==> src/rtl/mem_stage_pkg.sv <==
// Shared widths, encodings and FSM state type for the memory stage.
package mem_stage_pkg;

  localparam int RW      = 16;
  localparam int REGNO   = 8;
  localparam int TIMEOUT = 255;

  localparam logic MEM_WIDTH_WORD = 1'b0;
  localparam logic MEM_WIDTH_BYTE = 1'b1;

  typedef enum logic {
    MEMSTG_IDLE = 1'b0,
    MEMSTG_BUS  = 1'b1
  } memstg_state_t;

endpackage

==> src/rtl/mem_stage.sv <==
// Memory pipeline stage: ALU write-back pass-through and data-bus load/store
// transactions with bus-error / timeout exception pulses back to execute.
module mem_stage #(
  parameter int RW      = mem_stage_pkg::RW,
  parameter int REGNO   = mem_stage_pkg::REGNO,
  parameter int TIMEOUT = mem_stage_pkg::TIMEOUT
) (
  input  logic             i_clk,
  input  logic             i_rst,
  input  logic             i_submit,
  output logic             o_ready,
  input  logic [RW-1:0]    i_data,
  input  logic [RW-1:0]    i_addr,
  input  logic [REGNO-1:0] i_reg_ie,
  input  logic             i_mem_access,
  input  logic             i_mem_we,
  input  logic             i_mem_width,
  input  logic             i_data_page,
  output logic [REGNO-1:0] o_reg_ie,
  output logic [RW-1:0]    o_reg_data,
  output logic             o_mem_exception,
  output logic             o_bus_req,
  output logic             o_bus_we,
  output logic [RW-1:0]    o_bus_addr,
  output logic [RW-1:0]    o_bus_data,
  output logic [1:0]       o_bus_sel,
  output logic             o_bus_paged,
  input  logic             i_bus_ack,
  input  logic [RW-1:0]    i_bus_data,
  input  logic             i_bus_err,
  output logic             o_dbg_state
);

  import mem_stage_pkg::memstg_state_t;
  import mem_stage_pkg::MEMSTG_IDLE;
  import mem_stage_pkg::MEMSTG_BUS;
  import mem_stage_pkg::MEM_WIDTH_WORD;
  import mem_stage_pkg::MEM_WIDTH_BYTE;

  // Handshake: a request is taken on a clock edge where i_submit && o_ready.
  // i_submit while o_ready is low is ignored. The bus holds o_bus_req until
  // i_bus_ack or i_bus_err is sampled high; err wins over ack.

  memstg_state_t    state, state_next;
  logic [7:0]       tmo_cnt;
  logic [REGNO-1:0] lat_reg_ie;
  logic             lat_width;
  logic             lat_lane;
  logic             timeout_hit;
  logic             bus_fault;
  logic             accept_mem;
  logic [7:0]       load_byte;
  logic [RW-1:0]    load_data;

  assign o_ready     = (state == MEMSTG_IDLE);
  assign o_dbg_state = state;

  assign timeout_hit = (tmo_cnt == 8'(TIMEOUT - 1));
  assign bus_fault   = i_bus_err || (timeout_hit && !i_bus_ack);
  assign accept_mem  = o_ready && i_submit && i_mem_access;

  // Lane extraction for byte loads; the latched address bit picks the lane.
  assign load_byte = lat_lane ? i_bus_data[15:8] : i_bus_data[7:0];
  assign load_data = (lat_width == MEM_WIDTH_WORD) ? i_bus_data
                                                   : {{(RW-8){1'b0}}, load_byte};

  always_ff @(posedge i_clk or posedge i_rst) begin
    if (i_rst) state <= MEMSTG_IDLE;
    else       state <= state_next;
  end

  always_comb begin
    state_next = state;
    case (state)
      MEMSTG_IDLE: if (accept_mem) state_next = MEMSTG_BUS;
      MEMSTG_BUS:  if (i_bus_ack || bus_fault) state_next = MEMSTG_IDLE;
      default:     state_next = MEMSTG_IDLE;
    endcase
  end

  always_ff @(posedge i_clk or posedge i_rst) begin
    if (i_rst) begin
      o_reg_ie        <= '0;
      o_reg_data      <= '0;
      o_mem_exception <= 1'b0;
      o_bus_req       <= 1'b0;
      o_bus_we        <= 1'b0;
      o_bus_addr      <= '0;
      o_bus_data      <= '0;
      o_bus_sel       <= 2'b00;
      o_bus_paged     <= 1'b0;
      tmo_cnt         <= '0;
      lat_reg_ie      <= '0;
      lat_width       <= MEM_WIDTH_WORD;
      lat_lane        <= 1'b0;
    end else begin
      o_reg_ie        <= '0;
      o_mem_exception <= 1'b0;
      case (state)
        MEMSTG_IDLE: begin
          if (i_submit && !i_mem_access) begin
            o_reg_ie   <= i_reg_ie;
            o_reg_data <= i_data;
          end else if (accept_mem) begin
            o_bus_req   <= 1'b1;
            o_bus_we    <= i_mem_we;
            o_bus_addr  <= i_addr;
            o_bus_paged <= i_data_page;
            lat_reg_ie  <= i_reg_ie;
            lat_width   <= i_mem_width;
            lat_lane    <= i_addr[0];
            tmo_cnt     <= '0;
            if (i_mem_width == MEM_WIDTH_BYTE) begin
              o_bus_sel  <= i_addr[0] ? 2'b10 : 2'b01;
              o_bus_data <= {(RW/8){i_data[7:0]}};
            end else begin
              o_bus_sel  <= 2'b11;
              o_bus_data <= i_data;
            end
          end
        end
        MEMSTG_BUS: begin
          if (bus_fault) begin
            o_bus_req       <= 1'b0;
            o_mem_exception <= 1'b1;
          end else if (i_bus_ack) begin
            o_bus_req <= 1'b0;
            if (!o_bus_we) begin
              o_reg_ie   <= lat_reg_ie;
              o_reg_data <= load_data;
            end
          end else begin
            tmo_cnt <= tmo_cnt + 8'd1;
          end
        end
        default: o_bus_req <= 1'b0;
      endcase
    end
  end

endmodule

==> config.mk <==
export PLATFORM = sky130hd
export DESIGN_NAME = mem_stage
export DESIGN_NICKNAME = d
export VERILOG_FILES = /design/src/rtl/mem_stage_pkg.sv /design/src/rtl/mem_stage.sv
export SDC_FILE = /design/constraint.sdc
export NUM_CORES = 1
export LEC_CHECK = 0
export BUFFER_PORTS_ARGS = -buffer_cell sky130_fd_sc_hd__buf_2
export CAP_MARGIN = 15
export CORE_AREA = 2 2 88 90
export DETAILED_ROUTE_END_ITERATION = 10
export DIE_AREA = 0 0 90 92
export PLACE_DENSITY_LB_ADDON = 0.12
export SYNTH_ARGS = -nofsm -noshare
export SYNTH_HDL_FRONTEND = slang
export SYNTH_SLANG_ARGS = --single-unit
==> constraint.sdc <==
create_clock -name i_clk -period 2.9 [get_ports i_clk]
set_clock_uncertainty 0.15 [all_clocks]
set_input_delay 0 -clock i_clk [delete_from_list [all_inputs] [get_ports i_clk]]
set_output_delay 0 -clock i_clk [all_outputs]
set_load 0.05 [all_outputs]
======== Word-level counts from Yosys, hierarchy flattened ========
Index checks and enable logic that the tools add are counted.
storage, ports and cells
  register bits after elaboration ......... 81
  bits of input ports ..................... 65
  output and inout bits ................... 64
  logic and storage cells ................. 68
operators by class
  $add $sub $neg .......................... 1
  eq/ne operators ......................... 9
  multiplexer cells ....................... 30
  bitwise gates (word level) .............. 2
  reductions and logical operators ........ 12
operator list
  kind                                                    number
  two-way mux 16 bit                                      6
  two-way mux 8 bit                                       9
  one-hot mux 16 bit (2 select lines)                     1
  one-hot mux 8 bit (2 select lines)                      2
  inequality test 2 bit (second input constant)           5
  adder 8 x 1 -> 8 bit (second input constant)            1
  equality test 8 bit (second input constant)             1
  two-way mux 1 bit                                       8
  AND reduction 4 bit                                     2
  AND reduction 3 bit                                     2
  logical AND 1 bit                                       4
  two-way mux 2 bit                                       2
  inequality test 2 x 1 -> 1 bit (second input constant)  2
  one-hot mux 1 bit (2 select lines)                      2
  inequality test 3 x 2 -> 1 bit (second input constant)  1
  zero test 1 bit                                         2
  logical OR 1 bit                                        2
  NOT 1 bit                                               2

======== Depth between registers and ports, before layout ========
Gate-level depths: netlist of the first run.
  word-level depth ........................ 6
  depth in mapped cells ................... 7
  gate-level depth less buffers ........... 6

======== Worst setup path after synthesis of the first run ========
Ideal clock, no wire load.
  kind .................................... register to register
  start ................................... reg state, in the netlist o_dbg_state
  end ..................................... reg o_reg_data[12]
  setup time .............................. 0.084 ns
  arrival time ............................ 1.842 ns
  required time ........................... 2.666 ns
  setup slack ............................. 0.825 ns
  stages on the path, launching flop included .. 6
  buffers on the path ..................... 2
  period minus slack after synthesis ...... 2.075 ns
  path through ............................ dfrtp_1 buf_6 inv_1 clkbuf_1 a22oi_1 o21ai_0
between the ends
  longest elaborated chain between the ends .. 3
  elaborated cells on any way between the ends .. 7
  those cells by class .................... eq/ne (4); mux (1); bitwise (1); reduce/logical (1)
RTL lines
  what                                      RTL line          source
  start: declaration                        mem_stage.sv:44   memstg_state_t state, state_next;
  start signal: assignment                  mem_stage.sv:69   else state <= state_next;
  NOT 1 bit (no line) *                     --
  via o_ready                               mem_stage.sv:11   output logic o_ready,
  inequality test 2 x 1 -> 1 bit (no line)  --
  AND reduction 4 bit (no line)             --
  end signal: assignment                    mem_stage.sv:103  o_reg_data <= i_data;
  end signal: assignment                    mem_stage.sv:130  o_reg_data <= load_data;
  end: declaration                          mem_stage.sv:20   output logic [RW-1:0] o_reg_data,
Mark *: on every way through the listed nets, which the timed path passes. The rest lies on a longest branch.
A chain may end at the register's enable or synchronous reset.

======== Final worst setup path of the first run ========
  start ................................... reg state, in the netlist o_dbg_state
  end ..................................... reg o_bus_sel[0]
between the ends
  longest elaborated chain between the ends .. 4
RTL lines
  what                             RTL line          source
  NOT 1 bit (no line) *            --
  logical AND 1 bit (2 in series)  mem_stage.sv:60   assign accept_mem = o_ready && i_submit && i_mem_access;
  AND reduction 3 bit (no line) *  --
  end signal: assignment           mem_stage.sv:114  o_bus_sel <= i_addr[0] ? 2'b10 : 2'b01;
  end: declaration                 mem_stage.sv:26   output logic [1:0] o_bus_sel,
Mark *: on every way between the ends. The rest lies on a longest branch, timed or not.

==> results by group, run 1 <==
Global routing
  – First-pass GRT wire length: 16.57 mm
  – Number of global-route vias before repair: 3415
  – Largest net degree at the start of global routing: 81
  – Grt ovf: 0
  – Total GRT Usage: 0.2535
  – Initial antenna violation count: 0

Synth
  – Synth unique cells: 35
  – Area share of the largest cell type after synthesis: 0.5749
  – Most frequent cell after synthesis: nand2_1
  – Most frequent cells after synthesis: nand2_1 (131), dfrtp_1 (80), o21ai_0 (23)
  – Syn nets: 427
  – Ys Warns: 0
  – Mapped cell area: 0.003482 mm^2
  – Dominant cells by area after synthesis: dfrtp_1 (57%), nand2_1 (14%), o21ai_0 (3.3%)
  – Cells after Synth: 360
  – Avg Cell Area, Syn: 9.672 um^2
  – Most used DFF post-synth: dfrtp_1
  – Seq/Total Area, Yosys: 0.5749
  – Post-synth top area cell: dfrtp_1
  – Ys async rst share: 1.000
  – Synthesized flop and latch total: 80
  – Post-synth EDFFs: 0

Setup path
  – Worst setup SP type: register
  – Worst EP required: 3.03 ns
  – Worst-path maximum fanout: 16
  – Worst Setup End Kind: register
  – Crit-path cells: inv_1, and3_1, buf_4, nor2_1, a31oi_1, dlygate4sd3_1
  – CP peak stage delay: 0.57 ns
  – Arrival time worst endpoint: 2.52 ns
  – WS Path Type: reg -> reg
  – Slowest CP cell: dlygate4sd3_1

Floorplan
  – Core ar.: 0.007447 mm^2
  – Die span in x: 90 um
  – Initial core utilization: 0.4676
  – Top-Level Pins: 129
  – Row count: 32
  – Die area: 0.008280 mm^2
  – Die H: 92 um

CTS
  – CTS tree: built
  – Num CTS Buffers: 9
  – H-tree depth: 3
  – Post_cts resized: 0
  – Clock Latency Late Sink: 0.35 ns
  – Clock-pin slew on the worst setup and hold paths: 0.08 ns
  – Root Driver: clkbuf_8
  – CTS Sinks: 80
  – Postcts setup bufs: 0
  – Clock Path Buffers: 2
  – Post-CTS Hold Buffers: 71

STA
  – Min Clock Period, post-route: 2.391 ns
  – Worst rel slew slack: 0.5274
  – # setup viols final: 0
  – Max Freq: 418.2 MHz
  – Final worst-path cycle share: 0.8246
  – Worst Tran Pin Value: 0.7073 ns
  – RSZ-0062 raised after global routing: false
  – Slew Limit Fails: 0
  – Setup TNS: 0 ns
  – Final hold vios: 0

Power
  – Leakage: 2.680 nW
  – Max VDD drop: 284.8 uV
  – PD cells: 662.1 mW/mm^2

Place
  – GP Congestion: 0.8702
  – DP Wirelength: 6.243 mm
  – Dpl cells: 574
  – PortBufs: 128

Drt
  – Routed WL per cell: 15.42 um
  – Routed wl met2: 5.144 mm
  – Wl on met1: 4.107 mm
  – TritonRoute pass-1 iters: 4
  – Met3 wire length: 470 um
  – Initial DRC Count: 179
  – Uppermost routed layer: met4
  – Residual DRC: 0
  – Post-route ant nets: 0
  – Routed vias: 3362
  – Vias per cell: 5.094
  – Routed WL: 10.18 mm

Outcome
  – Outcome: completed

Layout
  – Layout cell share with drive strength beyond 1: 0.2921
  – N_diodes: 0
  – Final Net Count: 621
  – Syn-to-layout area delta: 47.00%
  – Final Non-Filler Cells: 660

Run
  – Max-Cap Viols: 0

Worst hold path
  – Min-Delay Path Class: in -> reg
[state kept, by name, summed over array words and instances, names as in the netlist, 2 cells and up]
| signal | cells |
|---|---|
| o_bus_addr | 16 |
| o_bus_data | 16 |
| o_reg_data | 16 |
| lat_reg_ie | 8 |
| o_reg_ie | 8 |
| tmo_cnt | 8 |
| o_bus_sel | 2 |
[report_power, final]
group	internal, mW	switching, mW
Combinational	0.323	0.835
Sequential	1.29	0.122
Clock	0.417	0.403
Total	2.03	1.36
[path summary, 6_finish.rpt]
| path | slack, ns | cells after the start | start | endpoint |
|---|---|---|---|---|
| hold reg to reg | 0.32 | 2 | o_bus_addr[3]$_DFFE_PP0P_ | o_bus_addr[3]$_DFFE_PP0P_ |
| setup reg to reg | 0.51 | 6 | o_dbg_state$_DFF_PP0_ | o_bus_sel[0]$_DFFE_PP0P_ |
| max in group asynchronous | 2.12 | 4 | i_rst | o_reg_data[5]$_DFFE_PP0P_ |
| min in group asynchronous | 0.13 | 4 | i_rst | o_bus_addr[9]$_DFFE_PP0P_ |
| hold / removal | 0.08 | 3 | i_submit | o_reg_ie[2]$_DFF_PP0_ |
| setup / recovery | 0.51 | 6 | o_dbg_state$_DFF_PP0_ | o_bus_sel[0]$_DFFE_PP0P_ |
[placed cells by master, fill, tap and decap left out, types with 10 or more instances in the layout]
cell,Yosys,layout
dlygate4sd3_1,0,71
o21ai_0,23,23
dfrtp_1,80,80
buf_2,6,128
nand3_1,15,14
nand2_1,131,131
clkbuf_8,0,10
nor2_1,17,17
[layer usage]
metal  GRT usage  vias up
li1            -     1601
met1      0.2962     1583
met2      0.4417      131
met3     0.04355       47
met4      0.1462        0
met5           0        -
[per-stage QoR]
stage | hold WS, ns | power [mW] | cell area [um^2] | setup WS [ns] | utilization
after floorplan | -0.04680 | 2.202 | 3482 | 0.6983 | -
after global placement | -0.02534 | 2.484 | 4214 | 1.023 | 0.5659
after detailed placement | -0.02580 | 2.500 | 4214 | 0.9786 | 0.5659
after CTS | 0.05780 | 3.398 | 5119 | 0.5198 | 0.6873
after global routing | 0.07336 | 3.551 | 5119 | 0.3178 | 0.6873
final | 0.07707 | 3.389 | 5119 | 0.5087 | 0.6873
[worst max-delay path: cells and delay by family, from the launching register on]
kind / cells / cell delay [ns]
DFF: 1 / 0.46
AOI/OAI and AO/OA: 1 / 0.13
buffers and inverters: 3 / 0.99
and+or+nand+nor: 2 / 0.58
[final cells by class]
cell class,count,area (um^2)
flip-flops and latches,80,2002
multi-input cells,253,1354
repair buffers,205,1421
clock inverters,5,56.30
inverters,5,20.02
well taps,102,127.6
fillers,600,2328
clock buffers,10,137.6
[cells by family after synthesis]
kind of cell,after synthesis,share of synthesized area
simple gates,172,0.2077
flops,80,0.5749
compound gates,71,0.1495
buf+inv,27,0.03773
mux,8,0.02300
fa+ha+maj,2,0.007185
Note: power is estimated with default switching activity, not from simulation.
==> inputs of run 2 (changes only) <==
clock period = 2.5 ns   (was 2.9 ns; I/O delays follow)
==> run 2 against run 1 <==
Effect of this change:
- via count increased by 1.2%
- non-clock buffer count up 2
- sequential cell count did not move
- setup slack got worse by 0.29 ns
- critical path type unchanged
- global-route usage shrank 0.089 points
- power increased by 16%
- die area unchanged
- first-iteration DRC count grew 13%
==> results by group, run 2 (same netlist as run 1, synthesis figures left out) <==
Setup path
  – Worst EP required: 2.63 ns (-0.40 ns)
  – WS Path Type: reg -> reg
  – Reg-to-reg slack, setup: 0.22 ns (-0.29 ns)
  – Worst r2r path cells: 6 (unchanged)
  – RR Startpoint: o_dbg_state$_DFF_PP0_
  – RR Endpoint: o_bus_sel[0]$_DFFE_PP0P_
  – Setup crit start: o_dbg_state$_DFF_PP0_
  – CP endpoint: o_bus_sel[0]$_DFFE_PP0P_
  – Worst-path maximum fanout: 33 (+17)
  – Worst Setup End Kind: register
  – Worst setup SP type: register
  – Arrival time worst endpoint: 2.41 ns (-0.11 ns)

Drt
  – TritonRoute pass-1 iters: 4 (unchanged)
  – Routed WL: 10.22 mm (+0.44%)
  – Uppermost routed layer: met4
  – Routed WL per cell: 15.42 um (about the same)
  – Routed vias: 3404 (+1.2%)
  – Vias per cell: 5.134 (+0.79%)
  – Met3 wire length: 493 um (+4.9%)
  – Wl on met1: 4.172 mm (+1.6%)
  – Routed wl met2: 5.182 mm (+0.74%)
  – Initial DRC Count: 202 (+13%)
  – Post-route ant nets: 0 (unchanged)
  – Residual DRC: 0 (unchanged)

STA
  – # setup viols final: 0 (unchanged)
  – Max Freq: 438.5 MHz (+4.9%)
  – Min Clock Period, post-route: 2.280 ns (-0.1109 ns)
  – Worst Tran Pin Value: 0.7473 ns (+0.04003 ns)
  – Setup TNS: 0 ns (unchanged)
  – Worst rel slew slack: 0.5012 (-0.02614)
  – Final hold vios: 0 (unchanged)
  – Final worst-path cycle share: 0.9122 (+0.08756)
  – RSZ-0062 raised after global routing: false
  – Slew Limit Fails: 0 (unchanged)

CTS
  – Root Driver: clkbuf_8
  – H-tree depth: 3 (unchanged)
  – Clock Latency Late Sink: 0.34 ns (about the same)
  – Clock-pin slew on the worst setup and hold paths: 0.08 ns (about the same)
  – CTS tree: built
  – CTS Sinks: 80 (unchanged)
  – Clock Path Buffers: 2 (unchanged)
  – Num CTS Buffers: 9 (unchanged)

Layout
  – Regs by FF count: o_bus_addr (16), o_bus_data (16), o_reg_data (16)
  – Most frequent cells in the layout: nand2_1 (131), buf_2 (128), dfrtp_1 (80)
  – Syn-to-layout area delta: 48.08%
  – Most common cell after layout, fill and taps aside: nand2_1
  – Layout filler cell count: 588 (-2.0%)
  – Layout cell share with drive strength beyond 1: 0.2929 (+0.0007424)
  – Final Net Count: 623 (+0.32%)
  – Core Util, Final: 0.6924 (+0.005040)

Floorplan
  – Top-Level Pins: 129 (unchanged)
  – Core ar.: 0.007447 mm^2 (unchanged)
  – Initial core utilization: 0.4676 (unchanged)
  – Die span in x: 90 um (unchanged)
  – Row count: 32 (unchanged)
  – Die H: 92 um (unchanged)
  – Die area: 0.008280 mm^2 (unchanged)

Power
  – Leakage: 2.696 nW (+0.57%)
  – Total power: 3.948 mW (+16%)
  – PD cells: 765.6 mW/mm^2 (+16%)
  – Max VDD drop: 361.2 uV (+27%)

Worst hold path
  – Min-Delay Path Class: in -> reg

Global routing
  – Grt ovf: 0 (unchanged)
  – Largest net degree at the start of global routing: 49 (-40%)
  – Total GRT Usage: 0.2526 (-0.0008920)
  – Initial antenna violation count: 1 (+1)
  – Number of global-route vias before repair: 3420 (+0.15%)
  – First-pass GRT wire length: 16.39 mm (-1.0%)

Place
  – GP Congestion: 0.8634 (-0.78%)
  – DP Wirelength: 6.406 mm (+2.6%)
  – PortBufs: 128 (unchanged)

Run
  – Max-Cap Viols: 0 (unchanged)

Outcome
  – Outcome: completed
-- run 2: how the worst min path moves through the flow --
| stage | end | startpoint | slack (ns) | cells past startpoint |
|---|---|---|---|---|
| 6_report | tmo_cnt[1]$_DFFE_PP0P_ | i_submit | 0.03 | 4 |
| 5_1_grt | tmo_cnt[1]$_DFFE_PP0P_ | i_submit | 0.08 | 4 |
| 4_1_cts | tmo_cnt[1]$_DFFE_PP0P_ | i_submit | 0.01 | 4 |
| 3_5_place_dp | o_reg_ie[7]$_DFF_PP0_ | i_rst | 0.007 | 2 |
| 3_3_place_gp | o_reg_ie[7]$_DFF_PP0_ | i_rst | -0.008 | 2 |
| 2_1_floorplan | o_bus_sel[0]$_DFFE_PP0P_ | i_addr[0] | -0.05 | 1 |
-- run 2: timing repair --
| action | in CTS | in global routing |
|---|---|---|
| endpoints found under the setup margin | 0 | 5 |
| buffers inserted | 0 | 0 |
| hold buffers | 73 | 0 |
| gates resized for setup | 0 | 1 |
| endpoints found under the hold margin | 117 | 0 |
-- run 2: final cells by class --
cell class	count	area, um^2	share of cell area
Sequential cell	80	2002	0.3883
Multi-Input combinational cell	253	1356	0.2630
Tap cell	102	127.6	0.02475
Antenna cell	1	2.502	0.0004853
Inverter	5	20.02	0.003883
Timing Repair Buffer	207	1454	0.2820
Clock inverter	5	56.30	0.01092
Clock buffer	10	137.6	0.02669
-- run 2: per-stage QoR --
step | setup WS, ns | instance area [um^2] | hold WS (ns) | std cells
CTS | 0.1474 | 5151 | 0.01307 | 662
floorplan | 0.2983 | 3482 | -0.04680 | 360
global placement | 0.5779 | 4227 | -0.008162 | 574
detailed placement | 0.4951 | 4227 | 0.007097 | 574
finish | 0.2196 | 5156 | 0.03486 | 663
global route | 0.03090 | 5156 | 0.08158 | 663
-- run 2: metal layers --
| metal | vias up | GRT usage |
|---|---|---|
| li1 | 1610 | - |
| met3 | 36 | 0.04273 |
| met5 | - | 0 |
| met2 | 122 | 0.4367 |
| met4 | 0 | 0.1321 |
| met1 | 1636 | 0.3047 |
-- run 2: power by group --
part / switching (mW) / leakage, nW / internal, mW / total (mW)
sequential: 0.140 / 1.01 / 1.50 / 1.64
combinational: 0.970 / 1.59 / 0.388 / 1.36
clock: 0.470 / 0.0985 / 0.483 / 0.953
-- run 2: critical path, stage by stage (launching register included) --
cell           delay, ns
dfrtp_1             0.48
inv_1               0.19
and3_1              0.42
buf_12              0.24
nor2_1              0.05
a31oi_1             0.12
dlygate4sd3_1       0.56
==> inputs of run 3 (changes only) <==
ABC_AREA = 1   (was default)
PLACE_DENSITY = 0.87   (was default)
PLACE_DENSITY_LB_ADDON = default   (was 0.12)
==> run 3 against run 2 <==
Effect of this change:
- worst hold slack better by 0.029 ns
- global-route usage rose by 2.4 points
- via count increased by 14%
- combinational power is essentially flat
- sequential power hardly changed
- die area stayed put
- register-to-register slack got worse by 0.05 ns
- final cell count up 14%
- highest routed layer unchanged
==> results by group, run 3 <==
Place
  – GP Congestion: 0.8546 (-1.0%)
  – Dpl cells: 666 (+16%)
  – DP Wirelength: 6.752 mm (+5.4%)
  – PortBufs: 128 (unchanged)

Synth
  – Mapped cell area: 0.003606 mm^2 (+3.6%)
  – Most used DFF post-synth: dfrtp_1
  – Area share of the largest cell type after synthesis: 0.5552 (-0.01975)
  – Syn nets: 517 (+21%)
  – Synthesized flop and latch total: 80 (unchanged)
  – Avg Cell Area, Syn: 8.013 um^2 (-17%)
  – Post-synth EDFFs: 0 (unchanged)
  – Ys async rst share: 1.000 (unchanged)
  – Dominant cells by area after synthesis: dfrtp_1 (56%), nand2_1 (19%), o21ai_0 (5.8%)
  – Most frequent cell after synthesis: nand2_1
  – Cells after Synth: 450 (+25%)
  – Post-synth top area cell: dfrtp_1
  – Ys Warns: 0 (unchanged)
  – Most frequent cells after synthesis: nand2_1 (187), dfrtp_1 (80), o21ai_0 (42)
  – Synth unique cells: 24 (-31%)
  – Seq/Total Area, Yosys: 0.5552 (-0.01975)

STA
  – Min Clock Period, post-route: 2.328 ns (+0.04796 ns)
  – Final hold vios: 0 (unchanged)
  – Slew Limit Fails: 0 (unchanged)
  – Final worst-path cycle share: 0.9313 (+0.01918)
  – Max Freq: 429.5 MHz (-2.1%)
  – Worst Tran Pin Value: 0.7314 ns (-0.01585 ns)
  – # setup viols final: 0 (unchanged)
  – RSZ-0062 raised after global routing: false
  – Setup TNS: 0 ns (unchanged)
  – Worst rel slew slack: 0.5117 (+0.01044)

Floorplan
  – Top-Level Pins: 129 (unchanged)
  – Core ar.: 0.007447 mm^2 (unchanged)
  – Initial core utilization: 0.4842 (+0.01663)
  – Row count: 32 (unchanged)
  – Die span in x: 90 um (unchanged)
  – Die H: 92 um (unchanged)
  – Die area: 0.008280 mm^2 (unchanged)

CTS
  – CTS Sinks: 80 (unchanged)
  – H-tree depth: 3 (unchanged)
  – CTS tree: built
  – Root Driver: clkbuf_8
  – Clock-pin slew on the worst setup and hold paths: 0.08 ns (about the same)
  – Clock Latency Late Sink: 0.35 ns (about the same)
  – Postcts setup bufs: 0 (unchanged)
  – Clock Path Buffers: 2 (unchanged)
  – Num CTS Buffers: 9 (unchanged)

Drt
  – Post-route ant nets: 0 (unchanged)
  – Routed WL per cell: 14.92 um (-3.2%)
  – Vias per cell: 5.134 (about the same)
  – Residual DRC: 0 (unchanged)
  – Routed vias: 3871 (+14%)
  – Routed WL: 11.25 mm (+10%)
  – TritonRoute pass-1 iters: 5 (+1)
  – Initial DRC Count: 224 (+11%)

Global routing
  – Number of global-route vias before repair: 3938 (+15%)
  – Grt ovf: 0 (unchanged)
  – Total GRT Usage: 0.2762 (+0.02360)
  – First-pass GRT wire length: 18.01 mm (+9.9%)
  – Largest net degree at the start of global routing: 55 (+12%)
  – Initial antenna violation count: 0 (-1)

Worst hold path
  – Hold Path Depth: 5 (+1)
  – Min-Delay Path Class: in -> reg

Layout
  – Most frequent cells in the layout: nand2_1 (185), buf_2 (128), dfrtp_1 (79)
  – Most common cell after layout, fill and taps aside: nand2_1
  – Layout cell share with drive strength beyond 1: 0.2454 (-0.04746)
  – N_diodes: 0 (-1)
  – Core Util, Final: 0.7098 (+0.01747)
  – Final Non-Filler Cells: 754 (+14%)
  – Layout filler cell count: 590 (+0.34%)
  – Final Net Count: 714 (+15%)
  – Regs by FF count: o_bus_addr (16), o_bus_data (16), o_reg_data (16)
  – Syn-to-layout area delta: 46.60%

Setup path
  – Arrival time worst endpoint: 2.40 ns (about the same)
  – Worst r2r path cells: 10 (+4)
  – Worst EP required: 2.58 ns (-0.05 ns)
  – Worst setup SP type: register
  – Worst Setup End Kind: register
  – WS Path Type: reg -> reg
  – Worst-path maximum fanout: 7 (-79%)

Run
  – Max-Cap Viols: 0 (unchanged)

Power
  – Max VDD drop: 516.2 uV (+43%)
  – Leakage: 2.859 nW (+6.1%)
  – PD cells: 763.4 mW/mm^2 (-0.30%)

Outcome
  – Outcome: completed
## run 3: cell count changes after synthesis, moves of 6 or more
cell	before	now
nor2_1	17	31
nand3_1	15	39
a21o_1	8	0
a22oi_1	8	0
nand2_1	131	187
a22o_1	8	0
mux2i_1	8	0
inv_1	5	27
a311oi_2	6	0
o21ai_0	23	42
## run 3: final cells by class
class,count,area (um^2),share of cell area
flip-flops and latches,80,2003,0.3789
multi-input cells,320,1406,0.2660
repair buffers,204,1401,0.2651
clock buffers,10,127.6,0.02414
well taps,102,127.6,0.02414
inverters,31,121.4,0.02296
clock inverters,6,91.34,0.01728
repair inverters,1,7.507,0.001420
## run 3: report_power, final
| part | switching, mW | internal, mW |
|---|---|---|
| Clock | 0.488 | 0.570 |
| Combinational | 0.999 | 0.358 |
| Sequential | 0.128 | 1.49 |
| Total | 1.62 | 2.42 |
## run 3: repair_timing
action	CTS	global route
hold buffers	71	0
resized for setup	0	5
hold endpoints to repair	147	0
setup endpoints to repair	0	6
## run 3: path summary, 6_finish.rpt
kind | startpoint | endpoint | slack, ns
hold / removal | i_bus_err | o_mem_exception$_DFF_PP0_ | 0.06
min in group asynchronous | i_rst | o_bus_addr[2]$_DFFE_PP0P_ | 0.09
setup reg to reg | tmo_cnt[0]$_DFFE_PP0P_ | o_reg_ie[0]$_DFF_PP0_ | 0.17
max in group asynchronous | i_rst | tmo_cnt[0]$_DFFE_PP0P_ | 1.44
hold reg to reg | o_bus_data[6]$_DFFE_PP0P_ | o_bus_data[6]$_DFFE_PP0P_ | 0.34
setup / recovery | tmo_cnt[0]$_DFFE_PP0P_ | o_reg_ie[0]$_DFF_PP0_ | 0.17
## run 3: layer usage
metal | routed length [um] | GRT usage
met1 | 4349 | 0.3198
met4 | 386 | 0.1385
met3 | 732 | 0.05916
met2 | 5783 | 0.4862
met5 | 0 | 0
## run 3: critical path, cell delays in order, from the launching register on
cell and delay (ns):
dfrtp_2 0.45, inv_1 0.09, ha_1 0.14, nand2_1 0.05, nor2_1 0.13, nand2_2 0.10, nand2_2 0.14, clkinvlp_4 0.17
nand3_1 0.09, o21ai_0 0.10, dlygate4sd3_1 0.60
## run 3: kinds of logic (layout without fill, tap and decap cells)
logic type,after synthesis,after routing,share of synthesized area
AND/OR/NAND/NOR,264,264,0.3022
flip-flops,80,80,0.5552
AO/OA/AOI/OAI,54,54,0.07945
buffers and inverters,50,252,0.05621
adder cells (fa/ha/maj),2,2,0.006939
## run 3: per-stage QoR
stage | cell area [um^2] | setup WS (ns) | power [mW] | hold slack, ns
after floorplan | 3606 | 0.2983 | 2.530 | -0.04679
final | 5286 | 0.1716 | 4.035 | 0.06373
after detailed placement | 4339 | 0.5761 | 2.874 | -0.07182
after CTS | 5269 | 0.1804 | 4.013 | 0.02984
after global placement | 4339 | 0.6780 | 2.844 | -0.08506
after global routing | 5286 | 0.03642 | 4.208 | 0.07760
